--- config.mk ---
export PLATFORM = sky130hd
export DESIGN_NAME = mem_resp_stage
export DESIGN_NICKNAME = d
export VERILOG_FILES = /design/src/rtl/mem_pkg.sv /design/src/rtl/load_ext.sv /design/src/rtl/mem_resp_stage.sv
export SDC_FILE = /design/constraint.sdc
export NUM_CORES = 1
export LEC_CHECK = 0
export BUFFER_PORTS_ARGS = -buffer_cell sky130_fd_sc_hd__buf_4
export CAP_MARGIN = 20
export CORE_AREA = 8 8 137 139
export CTS_CLUSTER_SIZE = 24
export DETAILED_ROUTE_END_ITERATION = 7
export DIE_AREA = 0 0 145 147
export PLACE_DENSITY = 0.75
export SLEW_MARGIN = 25
export SYNTH_ARGS = -nofsm -noshare
export SYNTH_HDL_FRONTEND = slang
export SYNTH_SLANG_ARGS = --single-unit
--- constraint.sdc ---
create_clock -name clk -period 4.9 [get_ports clk]
set_input_delay 0.245 -clock clk [delete_from_list [all_inputs] [get_ports clk]]
set_output_delay 0.245 -clock clk [all_outputs]
set_load 0.005 [all_outputs]
--- src/rtl/mem_pkg.sv ---
// mem_pkg: shared load-op encoding and helpers for the MEM stage.
// Holds the ld_op_e enum and the byte-offset width function.
package mem_pkg;

  localparam int LD_OP_W = 3;

  typedef enum logic [LD_OP_W-1:0] {
    LD_NONE = 3'd0,
    LD_B    = 3'd1,
    LD_BU   = 3'd2,
    LD_H    = 3'd3,
    LD_HU   = 3'd4,
    LD_W    = 3'd5,
    LD_WU   = 3'd6,
    LD_D    = 3'd7
  } ld_op_e;

  // Bits of the address that select a byte within one XLEN word.
  function automatic int ld_offset_w(input int xlen);
    return $clog2(xlen / 8);
  endfunction

endpackage

--- src/rtl/load_ext.sv ---
// load_ext: aligns bus read data by byte offset and sign/zero extends.
// Ports: data/offset/ld_op in, result out (combinational).
module load_ext
  import mem_pkg::*;
#(
  parameter int XLEN  = 32,
  parameter int OFF_W = ld_offset_w(XLEN)
) (
  input  logic [XLEN-1:0]  data,
  input  logic [OFF_W-1:0] offset,
  input  ld_op_e           ld_op,
  output logic [XLEN-1:0]  result
);

  logic [XLEN-1:0] sh;

  assign sh = data >> {offset, 3'b000};

  // Size casts of signed operands sign-extend to XLEN.
  always_comb begin
    result = sh;
    unique case (ld_op)
      LD_B:    result = XLEN'($signed(sh[7:0]));
      LD_BU:   result = XLEN'(sh[7:0]);
      LD_H:    result = XLEN'($signed(sh[15:0]));
      LD_HU:   result = XLEN'(sh[15:0]);
      LD_W:    result = XLEN'($signed(sh[31:0]));
      LD_WU:   result = XLEN'(sh[31:0]);
      default: result = sh;
    endcase
  end

endmodule

--- src/rtl/mem_resp_stage.sv ---
// mem_resp_stage: MEM stage holding one EX instruction until its
// bus data_ok arrives; extends load data, feeds WB and the ID bypass.
// Ports: in_* from EX (valid/allowin), out_* to WB (valid/allowin),
// flush from WB, data_ok/rdata from the bus, fwd_* and mem_excp
// toward ID/EX. Responses of flushed requests are counted and dropped.
module mem_resp_stage
  import mem_pkg::*;
#(
  parameter int XLEN     = 32,
  parameter int RF_AW    = 5,
  parameter int MAX_OUTS = 2,
  parameter int SIDE_W   = 64
) (
  input  logic              clk,
  input  logic              resetn,
  input  logic              in_valid,
  output logic              in_allowin,
  input  logic [31:0]       in_pc,
  input  logic              in_rf_we,
  input  logic [RF_AW-1:0]  in_rf_waddr,
  input  logic [XLEN-1:0]   in_result,
  input  logic [2:0]        in_ld_op,
  input  logic              in_req_sent,
  input  logic              in_excp,
  input  logic [SIDE_W-1:0] in_side,
  input  logic              flush,
  input  logic              data_ok,
  input  logic [XLEN-1:0]   rdata,
  output logic              out_valid,
  input  logic              out_allowin,
  output logic [31:0]       out_pc,
  output logic              out_rf_we,
  output logic [RF_AW-1:0]  out_rf_waddr,
  output logic [XLEN-1:0]   out_rf_wdata,
  output logic [SIDE_W-1:0] out_side,
  output logic              fwd_we,
  output logic              fwd_pending,
  output logic              mem_excp
);

  localparam int OFF_W = ld_offset_w(XLEN);
  localparam int CNT_W = $clog2(MAX_OUTS + 1);
  localparam logic [CNT_W-1:0] CNT_ONE = CNT_W'(1);
  localparam logic [CNT_W-1:0] CNT_MAX = CNT_W'(MAX_OUTS);

  if (XLEN != 32 && XLEN != 64) begin : g_xlen_chk
    $error("mem_resp_stage: XLEN must be 32 or 64");
  end

  logic              valid;
  logic [31:0]       pc_q;
  logic              rf_we_q;
  logic [RF_AW-1:0]  waddr_q;
  logic [XLEN-1:0]   result_q;
  ld_op_e            ld_op_q;
  logic              req_q;
  logic              excp_q;
  logic [SIDE_W-1:0] side_q;

  logic              buf_valid;
  logic [XLEN-1:0]   rdata_buf;
  logic [CNT_W-1:0]  cancel_cnt;

  logic              cnt_zero;
  logic              wait_resp;
  logic              owned_ok;
  logic              ready_go;
  logic              leave;
  logic              accept;
  logic              cnt_inc;
  logic              cnt_dec;
  logic              buf_load;

  logic [XLEN-1:0]   ld_src;
  logic [XLEN-1:0]   ld_val;

  // A response belongs to the resident instruction only once every
  // response of a flushed predecessor has been drained.
  assign cnt_zero  = (cancel_cnt == '0);
  assign wait_resp = valid & req_q & ~buf_valid;
  assign owned_ok  = data_ok & cnt_zero & wait_resp;
  assign ready_go  = ~wait_resp | (data_ok & cnt_zero);

  assign in_allowin = ~valid | (ready_go & out_allowin) | flush;
  assign out_valid  = valid & ready_go & ~flush;

  assign leave    = flush | (out_valid & out_allowin);
  assign accept   = in_valid & in_allowin;
  assign buf_load = owned_ok & ~out_allowin;

  // A flushed waiter leaves its response in flight unless it lands now.
  assign cnt_dec = data_ok & ~cnt_zero;
  assign cnt_inc = flush & wait_resp & ~owned_ok;

  always_ff @(posedge clk) begin
    if (!resetn) begin
      valid      <= 1'b0;
      buf_valid  <= 1'b0;
      cancel_cnt <= '0;
      rf_we_q    <= 1'b0;
      req_q      <= 1'b0;
      excp_q     <= 1'b0;
    end else begin
      if (in_allowin) valid <= in_valid;
      if (buf_load) buf_valid <= 1'b1;
      if (leave) buf_valid <= 1'b0;
      unique case ({cnt_inc, cnt_dec})
        2'b10:   cancel_cnt <= cancel_cnt + CNT_ONE;
        2'b01:   cancel_cnt <= cancel_cnt - CNT_ONE;
        default: cancel_cnt <= cancel_cnt;
      endcase
      if (accept) begin
        rf_we_q <= in_rf_we;
        req_q   <= in_req_sent;
        excp_q  <= in_excp;
      end
    end
  end

  always_ff @(posedge clk) begin
    if (accept) begin
      pc_q     <= in_pc;
      waddr_q  <= in_rf_waddr;
      result_q <= in_result;
      ld_op_q  <= ld_op_e'(in_ld_op);
      side_q   <= in_side;
    end
    if (buf_load) rdata_buf <= rdata;
  end

`ifndef SYNTHESIS
  always_ff @(posedge clk) begin
    if (resetn && cnt_inc && !cnt_dec)
      assert (cancel_cnt != CNT_MAX);
  end
`endif

  assign ld_src = buf_valid ? rdata_buf : rdata;

  load_ext #(
    .XLEN  (XLEN),
    .OFF_W (OFF_W)
  ) u_load_ext (
    .data   (ld_src),
    .offset (result_q[OFF_W-1:0]),
    .ld_op  (ld_op_q),
    .result (ld_val)
  );

  assign out_pc       = pc_q;
  assign out_rf_we    = valid & rf_we_q & ~excp_q;
  assign out_rf_waddr = waddr_q;
  assign out_rf_wdata = (ld_op_q == LD_NONE) ? result_q : ld_val;
  assign out_side     = side_q;

  assign fwd_we      = valid & rf_we_q;
  assign fwd_pending = valid & (ld_op_q != LD_NONE) & ~ready_go;
  assign mem_excp    = valid & excp_q;

endmodule
# Word level (Yosys, flattened, before mapping)
# Index checks and enable logic that the tools add are counted.
[word_totals]
regBits = 175
elab_cells = 62
[op_classes]
muxes = 4
addsub = 2
shifts = 1
reduce_logical = 5
bitwise_logic = 32
eq_ne = 6
[op_table]
columns = ["cell", "count"]
rows = [
  ["case mux 32 bit (4 select lines)", 1],
  ["two-way mux 32 bit", 2],
  ["right shift 32 x 5 -> 32 bit", 1],
  ["bitwise AND 1 bit", 18],
  ["NOT 1 bit", 10],
  ["equality test 3 x 2 -> 1 bit (second input constant)", 2],
  ["OR 1 bit", 4],
  ["case mux 2 bit (2 select lines)", 1],
  ["equality test 3 x 1 -> 1 bit (second input constant)", 1],
  ["equality test 3 bit (second input constant)", 1],
  ["zero test 3 bit", 1],
  ["nonzero test 3 bit", 1],
  ["adder 2 x 1 -> 2 bit (second input constant)", 1],
  ["equality test 2 x 1 -> 1 bit (second input constant)", 1],
  ["equality test 2 bit (second input constant)", 1],
  ["zero test 2 bit", 1],
  ["nonzero test 2 bit", 1],
  ["OR reduction 2 bit", 1],
  ["subtractor 2 x 1 -> 2 bit (second input constant)", 1],
]

# Longest topological paths before layout
# Gate-level depths: netlist of the first run.
[logic_depth]
ltp_word = 9
ltp_mapped = 10
depth_no_buf = 7

# Modules after synthesis
# A second synthesis of the first run with hierarchy kept.
[hier_totals]
cells_unflattened = 395
hier_area_um2 = 7013.0
[modules_own_cells]
columns = ["mod", "area_per_inst_um2", "seq_area_each_um2", "cells_per_inst", "n_inst"]
rows = [
  ["mem_resp_stage", 6246.0, 5185.0, 285, 1],
  ["load_ext", 767.0, 0.0, 110, 1],
]

# Least setup slack after synthesis of the first run
# No wires, ideal clock.
[synth_path]
kind = "reg-to-reg"
start = "register buf_valid"
end = "register rdata_buf[0], enable pin"
arrival_ps = 4299
path_stages_with_launch = 6
period_less_slack_ps = 4812
path_slack_ps = 88
cell_sequence = "dfxtp_1 buf_6 buf_6 buf_6 buf_4 nor4b_1"
[synth_between]
elab_chain_len = 4
[synth_rtl]
columns = ["item", "line_no", "rtl"]
rows = [
  ["start: declaration", "mem_resp_stage.sv:60", "logic buf_valid;"],
  ["start signal: assignment", "mem_resp_stage.sv:98", "buf_valid <= 1'b0;"],
  ["start signal: assignment", "mem_resp_stage.sv:105", "if (buf_load) buf_valid <= 1'b1;"],
  ["start signal: assignment", "mem_resp_stage.sv:106", "if (leave) buf_valid <= 1'b0;"],
  ["NOT 1 bit", "mem_resp_stage.sv:80", "assign wait_resp = valid & req_q & ~buf_valid;"],
  ["bitwise AND 1 bit", "mem_resp_stage.sv:80", ""],
  ["bitwise AND 1 bit", "mem_resp_stage.sv:81", "assign owned_ok = data_ok & cnt_zero & wait_resp;"],
  ["bitwise AND 1 bit", "mem_resp_stage.sv:89", "assign buf_load = owned_ok & ~out_allowin;"],
  ["net buf_load", "mem_resp_stage.sv:72", "logic buf_load;"],
  ["end signal: assignment", "mem_resp_stage.sv:128", "if (buf_load) rdata_buf <= rdata;"],
  ["end: declaration", "mem_resp_stage.sv:61", "logic [XLEN-1:0] rdata_buf;"],
]
# The timed path passes the listed nets, and every way through them passes these cells.
# A chain may end at the register's enable or synchronous reset.

# Worst setup path in the final report of the first run
[layout_path]
start = "register result_q[0]"
end = "output port out_rf_wdata[24]"
[layout_between]
elab_chain_len = 3
[layout_rtl]
columns = ["item", "line_no", "rtl"]
rows = [
  ["start: declaration", "mem_resp_stage.sv:54", "logic [XLEN-1:0] result_q;"],
  ["start signal: assignment", "mem_resp_stage.sv:124", "result_q <= in_result;"],
  ["right shift 32 x 5 -> 32 bit", "load_ext.sv:17", "assign sh = data >> {offset, 3'b000};"],
  ["case mux 32 bit (4 select lines)", "load_ext.sv:22", "unique case (ld_op)"],
  ["two-way mux 32 bit", "mem_resp_stage.sv:153", "assign out_rf_wdata = (ld_op_q == LD_NONE) ? result_q : ld_val;"],
  ["end: declaration", "mem_resp_stage.sv:34", "output logic [XLEN-1:0] out_rf_wdata,"],
]
# Every way passes these cells.

==> flow_summary.toml, run 1 <==
[outcome]
outcome = "complete, no violations"

[setup_path]
cp.arrival_ps = 3150
setup.worst_path.end_class = "output pin"
r2r-end = "rf_we_q$_SDFFE_PN0P_"
crit_type = "reg2out"
r2r_slack_ps = 2280
cp.required_ps = 4660
worstSetupStartpointType = "flip-flop"
cp-startpoint = "result_q[0]$_DFFE_PP_"
r2r_start = "cancel_cnt[0]$_SDFFE_PN0P_"
endpoint = "out_rf_wdata[24]"
cp_max_fo = 23
reg2reg_depth = 6

[finish]
area_growth_pct = 69.9
nNetsFinal = 1068
drive_gt1_share_pct = 41.8
nFillCells = 1053

[grt]
grt_max_degree = 83
met2_usage_pct = 41.7
antenna_found_initial = 3
grt_use_met1_pct = 25.2
track_usage_pct = 24.5
grt.busiest_layer = "met2"
gr-usage-met3_pct = 7.97
gr-total-overflow = 0
grt_pass1_vias = 6372
grt_pass1_wl_um = 39100

[drt]
wirelength_um = 26700
wire_per_inst_um = 23.6
vias_per_cell = 5.17
drc = 0
dr_total_vias = 5839
drtAntennaViolNets = 0
dr.pass1.iters = 6
first_iter_violations = 429

[clock_tree]
post_cts_buffers = 0
cts_tree = "yes"
clk_latency_ps = 430
root_buffer = "clkbuf_16"
clkSinkCount = 175
numCtsBuffers = 17
htree_levels = 4
post_cts_resized = 0
cts_max_path_buffers = 2
clkTransAtPathRegs_ps = 70

[logic_synthesis]
synthCells = 410
ys_types = 44
synthesis.nets = 588
synth.avg_cell_area_um2 = 16.7
synthTopCellsByArea = "edfxtp_1, mux2i_1, mux4_2"
yosysWarnings = 0
ys_seq_elements = 175
synth_area_leader_cell = "edfxtp_1"
synth_top_area_share_pct = 73.6
yosysSeqAreaShare_pct = 75.7
syn-cell-area_um2 = 6850

[floorplan]
core_area_um2 = 16800
rows = 48
die_h_um = 147
chipWidth_um = 145
num_io_pins = 316
initial_core_util_pct = 40.9
die_area_um2 = 21300

[timing]
min_period_ps = 3400
grt_setup_unrepaired = "false"
hold_slack_ps = 22.0
final.setup.tns_ps = 0
worst_pin_slew_ps = 887
final_max_slew_viol_count = 0
hold_viol = 0
period_share_pct = 69.3
layout_setup_ws_ps = 1500
finClkSkew_ps = 10.4
setup_violations = 0
fmax_ghz = 0.294
max-slew-margin-rel_pct = 40.9

[placement]
routabilityCongestion = 0.878
dpl.hpwl_um = 17800
dp_slack_ps = 1990
port_buffers = 315

[min_path]
hold_path_class = "in2reg"

[power]
cellPowerDensity_nw_per_um2 = 316
ir_worst_vdd_uv = 269
leakage_nw = 4.69

[run]
maxCapViolCount = 0
[report_power, final]
part | switching, mW | internal, mW | leakage [nW] | total, mW
clock network | 0.638 | 0.730 | 0.286 | 1.37
registers | 0.0373 | 1.72 | 1.67 | 1.76
logic | 0.228 | 0.319 | 2.73 | 0.547
total | 0.904 | 2.77 | 4.69 | 3.68
[what timing repair did]
| action | CTS | global route |
|---|---|---|
| hold buffers | 161 | 0 |
| endpoints found under the hold margin | 161 | 0 |
| setup endpoints to repair | 0 | 0 |
[cell usage in the layout (no fill, tap or decap), types with 6 or more instances in the layout]
cell type / count
dlygate4sd3_1: 161
nor2_1: 36
mux4_2: 8
edfxtp_1: 168
a21oi_1: 19
a31oi_1: 16
buf_4: 318
mux2i_1: 32
o22a_1: 8
nand2_1: 32
nand2b_1: 7
o21ai_0: 11
dfxtp_1: 6
clkbuf_16: 17
[flip-flops by register name, indices dropped and copies added, names as in the netlist, 2 cells and up]
| register | cells |
|---|---|
| out_side | 64 |
| out_pc | 32 |
| rdata_buf | 32 |
| result_q | 32 |
| out_rf_waddr | 5 |
| ld_op_q | 3 |
| cancel_cnt | 2 |
[synth_stat cells (all sizes together)]
| library cell | instances |
|---|---|
| nor4 | 2 |
| a2bb2oi | 1 |
| nor2 | 36 |
| or3 | 2 |
| edfxtp | 168 |
| o31a | 1 |
| buf | 11 |
| nor4b | 1 |
| nand2b | 7 |
| mux4 | 8 |
| xor2 | 1 |
| mux2 | 5 |
| ha | 1 |
| or2 | 1 |
| a2111oi | 2 |
| o211ai | 1 |
| o32a | 1 |
| o21a | 3 |
| o22a | 8 |
| nor2b | 2 |
| xnor2 | 2 |
| a22oi | 2 |
| nand2 | 32 |
| and2b | 1 |
| nor3b | 1 |
| dfxtp | 7 |
| and2 | 3 |
| a21oi | 20 |
| o21ai | 11 |
| and3 | 2 |
| a31oi | 17 |
| mux2i | 32 |
| clkbuf | 8 |
| inv | 5 |
| nor3 | 5 |
[routing by layer]
layer,vias to the layer above,wire length (µm),part of all wire (%)
met5,-,0,0
li1,2548,-,-
met4,0,1850,6.9
met2,387,13400,50
met1,2818,9160,34
met3,86,2280,8.6
[area by class of cell]
class / instances / area [µm²] / area share, %
clock buffers: 17 / 425 / 3.65
multi-input cells: 211 / 1530 / 13.2
clock inverters: 14 / 169 / 1.45
well taps: 225 / 282 / 2.42
diodes: 3 / 7.51 / 0.0645
repair buffers: 480 / 4020 / 34.5
flip-flops and latches: 175 / 5190 / 44.6
inverters: 5 / 18.8 / 0.161
[worst min-delay path by stage]
stage / start / endpoint / depth (start not counted)
after floorplan: flush / buf_valid$_SDFFE_PP0P_ / 1
after detailed placement: in_pc[12] / out_pc[12]$_DFFE_PP_ / 1
final: rdata[18] / rdata_buf[18]$_DFFE_PP_ / 1
after global routing: rdata[21] / rdata_buf[21]$_DFFE_PP_ / 1
after global placement: in_pc[27] / out_pc[27]$_DFFE_PP_ / 1
after CTS: rdata[10] / rdata_buf[10]$_DFFE_PP_ / 1
[critical path: stages (launching register included)]
cell and delay [ps]:
edfxtp_1 920, inv_1 520, a2bb2oi_2 300, nor3_1 120, a31oi_4 430, a31oi_1 230
buf_4 200
[metrics by stage]
step / power [mW] / cells / cell area (µm²) / utilization [%]
after floorplan: 1.92 / 410 / 6850 / -
after global placement: 2.20 / 935 / 9430 / 56.3
after detailed placement: 2.21 / 935 / 9430 / 56.3
after CTS: 3.67 / 1127 / 11600 / 69.4
after global routing: 3.78 / 1130 / 11600 / 69.5
final: 3.68 / 1130 / 11600 / 69.5
[kinds of logic after synthesis]
group           after synthesis  share of synthesized area, %
buf+inv                      24                          2.23
compound gates               67                          6.92
simple gates                 95                          6.47
fa+ha+maj                     1                         0.183
mux                          45                          8.13
flops                       175                          75.7
xor+xnor                      3                         0.384
(Power assumes the default switching activity.)
==> run 2, diff against run 1 <==
--- a/config.mk
+++ b/config.mk
@@ -5,13 +5,14 @@
 export SDC_FILE = /design/constraint.sdc
 export NUM_CORES = 1
 export LEC_CHECK = 0
+export ABC_AREA = 1
 export BUFFER_PORTS_ARGS = -buffer_cell sky130_fd_sc_hd__buf_4
 export CAP_MARGIN = 20
-export CORE_AREA = 8 8 137 139
+export CORE_AREA = 8 8 138 140
 export CTS_CLUSTER_SIZE = 24
 export DETAILED_ROUTE_END_ITERATION = 7
-export DIE_AREA = 0 0 145 147
-export PLACE_DENSITY = 0.75
+export DIE_AREA = 0 0 146 148
+export PLACE_DENSITY = 0.76
 export SLEW_MARGIN = 25
 export SYNTH_ARGS = -nofsm -noshare
 export SYNTH_HDL_FRONTEND = slang
==> constraint.sdc (replaced) <==
create_clock -name clk -period 3.1 [get_ports clk]
set_input_delay 0.155 -clock clk [delete_from_list [all_inputs] [get_ports clk]]
set_output_delay 0.155 -clock clk [all_outputs]
set_load 0.005 [all_outputs]
==> flow_summary.toml, run 2 <==
[setup_path]
r2r-end = "result_q[25]$_DFFE_PP_"
crit_type = "reg2out"
cp.arrival_ps = 2660
setup.worst_path.end_class = "output pin"
r2r_slack_ps = 1200
r2r_start = "cancel_cnt[0]$_SDFFE_PN0P_"
reg2reg_depth = 8
cp.required_ps = 2940
worstSetupStartpointType = "flip-flop"
cp_max_fo = 16

[floorplan]
die_h_um = 148
rows = 48
core_area_um2 = 16900
chipWidth_um = 146
initial_core_util_pct = 42.0
die_area_um2 = 21600
num_io_pins = 316

[logic_synthesis]
synth_top_flop_cell = "edfxtp_1"
synth_top_area_share_pct = 71.0
ys_types = 32
ys_seq_elements = 175
synthTopCellsByArea = "edfxtp_1, nand2_1, nand3_1"
synthesis.nets = 766
yosysSeqAreaShare_pct = 73.0
synthCells = 588
synth_area_leader_cell = "edfxtp_1"
yosysWarnings = 0
synth-compound-area-share_pct = 2.55
synthArstFlopShare_pct = 0
netlist_top_cells_count = "nand2_1, edfxtp_1, nand3_1, nor2_1, inv_1"
syn-cell-area_um2 = 7110
synth.avg_cell_area_um2 = 12.1
synth_most_common_cell = "nand2_1"
synthAdderAreaFrac_pct = 0.176
synth_edf_count = 168
synth_simple_gate_area_share_pct = 19.9
synth_top_family_by_area = "simple AND/OR/NAND/NOR gates"
synth.area.mux_share_pct = 0
yosys.area_share.xor_xnor_pct = 0

[finish]
layout.cells.non_filler = 1318
area_growth_pct = 68.6
drive_gt1_share_pct = 35.6
nFillCells = 1145
final_cell_mix = "buf_4, dlygate4sd3_1, nand2_1, edfxtp_1, nand3_1"
nNetsFinal = 1256
largest_reg_flops = 64
post-route-cell-area_um2 = 12000
final_common_cell = "buf_4"

[power]
pwr-share-seq_pct = 47.8
switchingPower_mw = 1.49
pwr-share-comb_pct = 16.0
ir_worst_vdd_uv = 363
p_sw_share_pct = 25.5
leakage_nw = 5.31
p_clk_share_pct = 36.3
power_mw = 5.81
cellPowerDensity_nw_per_um2 = 485
intPower_mw = 4.33

[drt]
vias_per_cell = 5.01
wire_per_inst_um = 21.2
dr.pass1.iters = 7
dr_total_vias = 6604
drtAntennaViolNets = 0
first_iter_violations = 609
wirelength_um = 28000
drc = 0

[min_path]
worstHoldStart = "in_valid"
hold_path_class = "in2reg"
hold_depth = 3
holdPathEnd = "valid$_SDFFE_PN0P_"

[placement]
dpl.hpwl_um = 18200
port_buffers = 315
dp_cells = 1111
dpl_cell_area_um2 = 9660
dp_slack_ps = 792
routabilityCongestion = 0.916

[timing]
finClkSkew_ps = 15.1
setup_violations = 0
layout_setup_ws_ps = 281
period_share_pct = 90.9
max-slew-margin-rel_pct = 61.8
fmax_ghz = 0.355
final_max_slew_viol_count = 0
grt_setup_unrepaired = "false"
worst_pin_slew_ps = 571
hold_slack_ps = 30.1
min_period_ps = 2820
hold_viol = 0

[grt]
grt_pass1_vias = 6976
gr-total-overflow = 0
antenna_found_initial = 2
track_usage_pct = 25.4
grt_pass1_wl_um = 41200
grt_max_degree = 102

[run]
maxCapViolCount = 0

[clock_tree]
post_cts_resized = 0
root_buffer = "clkbuf_16"
post_cts_buffers = 0
clkSinkCount = 175
clkTransAtPathRegs_ps = 70
numCtsBuffers = 17
cts_max_path_buffers = 2
cts_tree = "yes"
htree_levels = 4
clk_latency_ps = 430

[outcome]
outcome = "complete, no violations"
==> run 2: changes by cell type after synthesis, moves of 15 or more <==
| cell | change |
|---|---|
| nand2_1 | +138 |
| a31oi_1 | -16 |
| nand3_1 | +71 |
| mux2i_1 | -32 |
| nor2_1 | +17 |
| or2_2 | +15 |
| inv_1 | +29 |
==> run 2: cell families after synthesis <==
family,count (synthesis)
AND/OR/NAND/NOR,322
adder cells (fa/ha/maj),1
flip-flops,175
buffers and inverters,60
AO/OA/AOI/OAI,30
==> run 2: critical path, stage by stage (launching register included) <==
cell and delay, ps:
edfxtp_1 620, inv_1 450, nand3_1 500, nor2_1 250, nor2_1 70, nand3_1 100
nand2_1 80, inv_1 70, buf_4 110
==> run 2: repair_timing <==
action	4_1_cts	5_1_grt
setup endpoints to repair	0	0
hold buffers	173	0
hold endpoints to repair	174	0
==> run 2: routing by layer <==
metal	vias to the layer above	track usage [%]	share of wire (%)	wire length (µm)
met2	408	45.3	52	14500
met4	2	13.9	4.8	1330
met1	3133	26.6	34	9620
li1	2998	-	-	-
met5	-	0	0.047	13
met3	63	7.15	8.9	2500
==> run 2: stage by stage <==
| step | utilization, % | setup TNS, ps |
|---|---|---|
| 2_1_floorplan | - | -22570 |
| 3_3_place_gp | 57.0 | 0 |
| 3_5_place_dp | 57.0 | 0 |
| 4_1_cts | 70.7 | 0 |
| 5_1_grt | 70.7 | 0 |
| 6_report | 70.8 | 0 |
==> run 2: how the worst max path moves through the flow <==
stage	startpoint	end	cells after the start
2_1_floorplan	valid$_SDFFE_PN0P_	ld_op_q[0]$_DFFE_PP_	7
3_3_place_gp	result_q[1]$_DFFE_PP_	out_rf_wdata[17]	8
3_5_place_dp	result_q[1]$_DFFE_PP_	out_rf_wdata[17]	8
4_1_cts	result_q[1]$_DFFE_PP_	out_rf_wdata[17]	8
5_1_grt	result_q[1]$_DFFE_PP_	out_rf_wdata[24]	8
6_report	result_q[1]$_DFFE_PP_	out_rf_wdata[24]	8
==> run 2: area by class of cell <==
cell class | count | area (µm²) | share of cell area (%)
flip-flops and latches | 175 | 5190 | 43.3
multi-input cells | 353 | 1620 | 13.5
diodes | 2 | 5.00 | 0.0418
well taps | 225 | 282 | 2.35
clock inverters | 15 | 160 | 1.34
inverters | 35 | 138 | 1.15
repair buffers | 496 | 4170 | 34.8
clock buffers | 17 | 425 | 3.55
==> run 2: power groups by stage <==
stage	registers (mW)	clock network, mW	logic, mW
finish	2.78	2.11	0.928
global route	2.79	2.24	0.984
CTS	2.76	2.13	0.909
detailed placement	2.82	0	0.724
global placement	2.81	0	0.714
floorplan	2.83	0	0.238
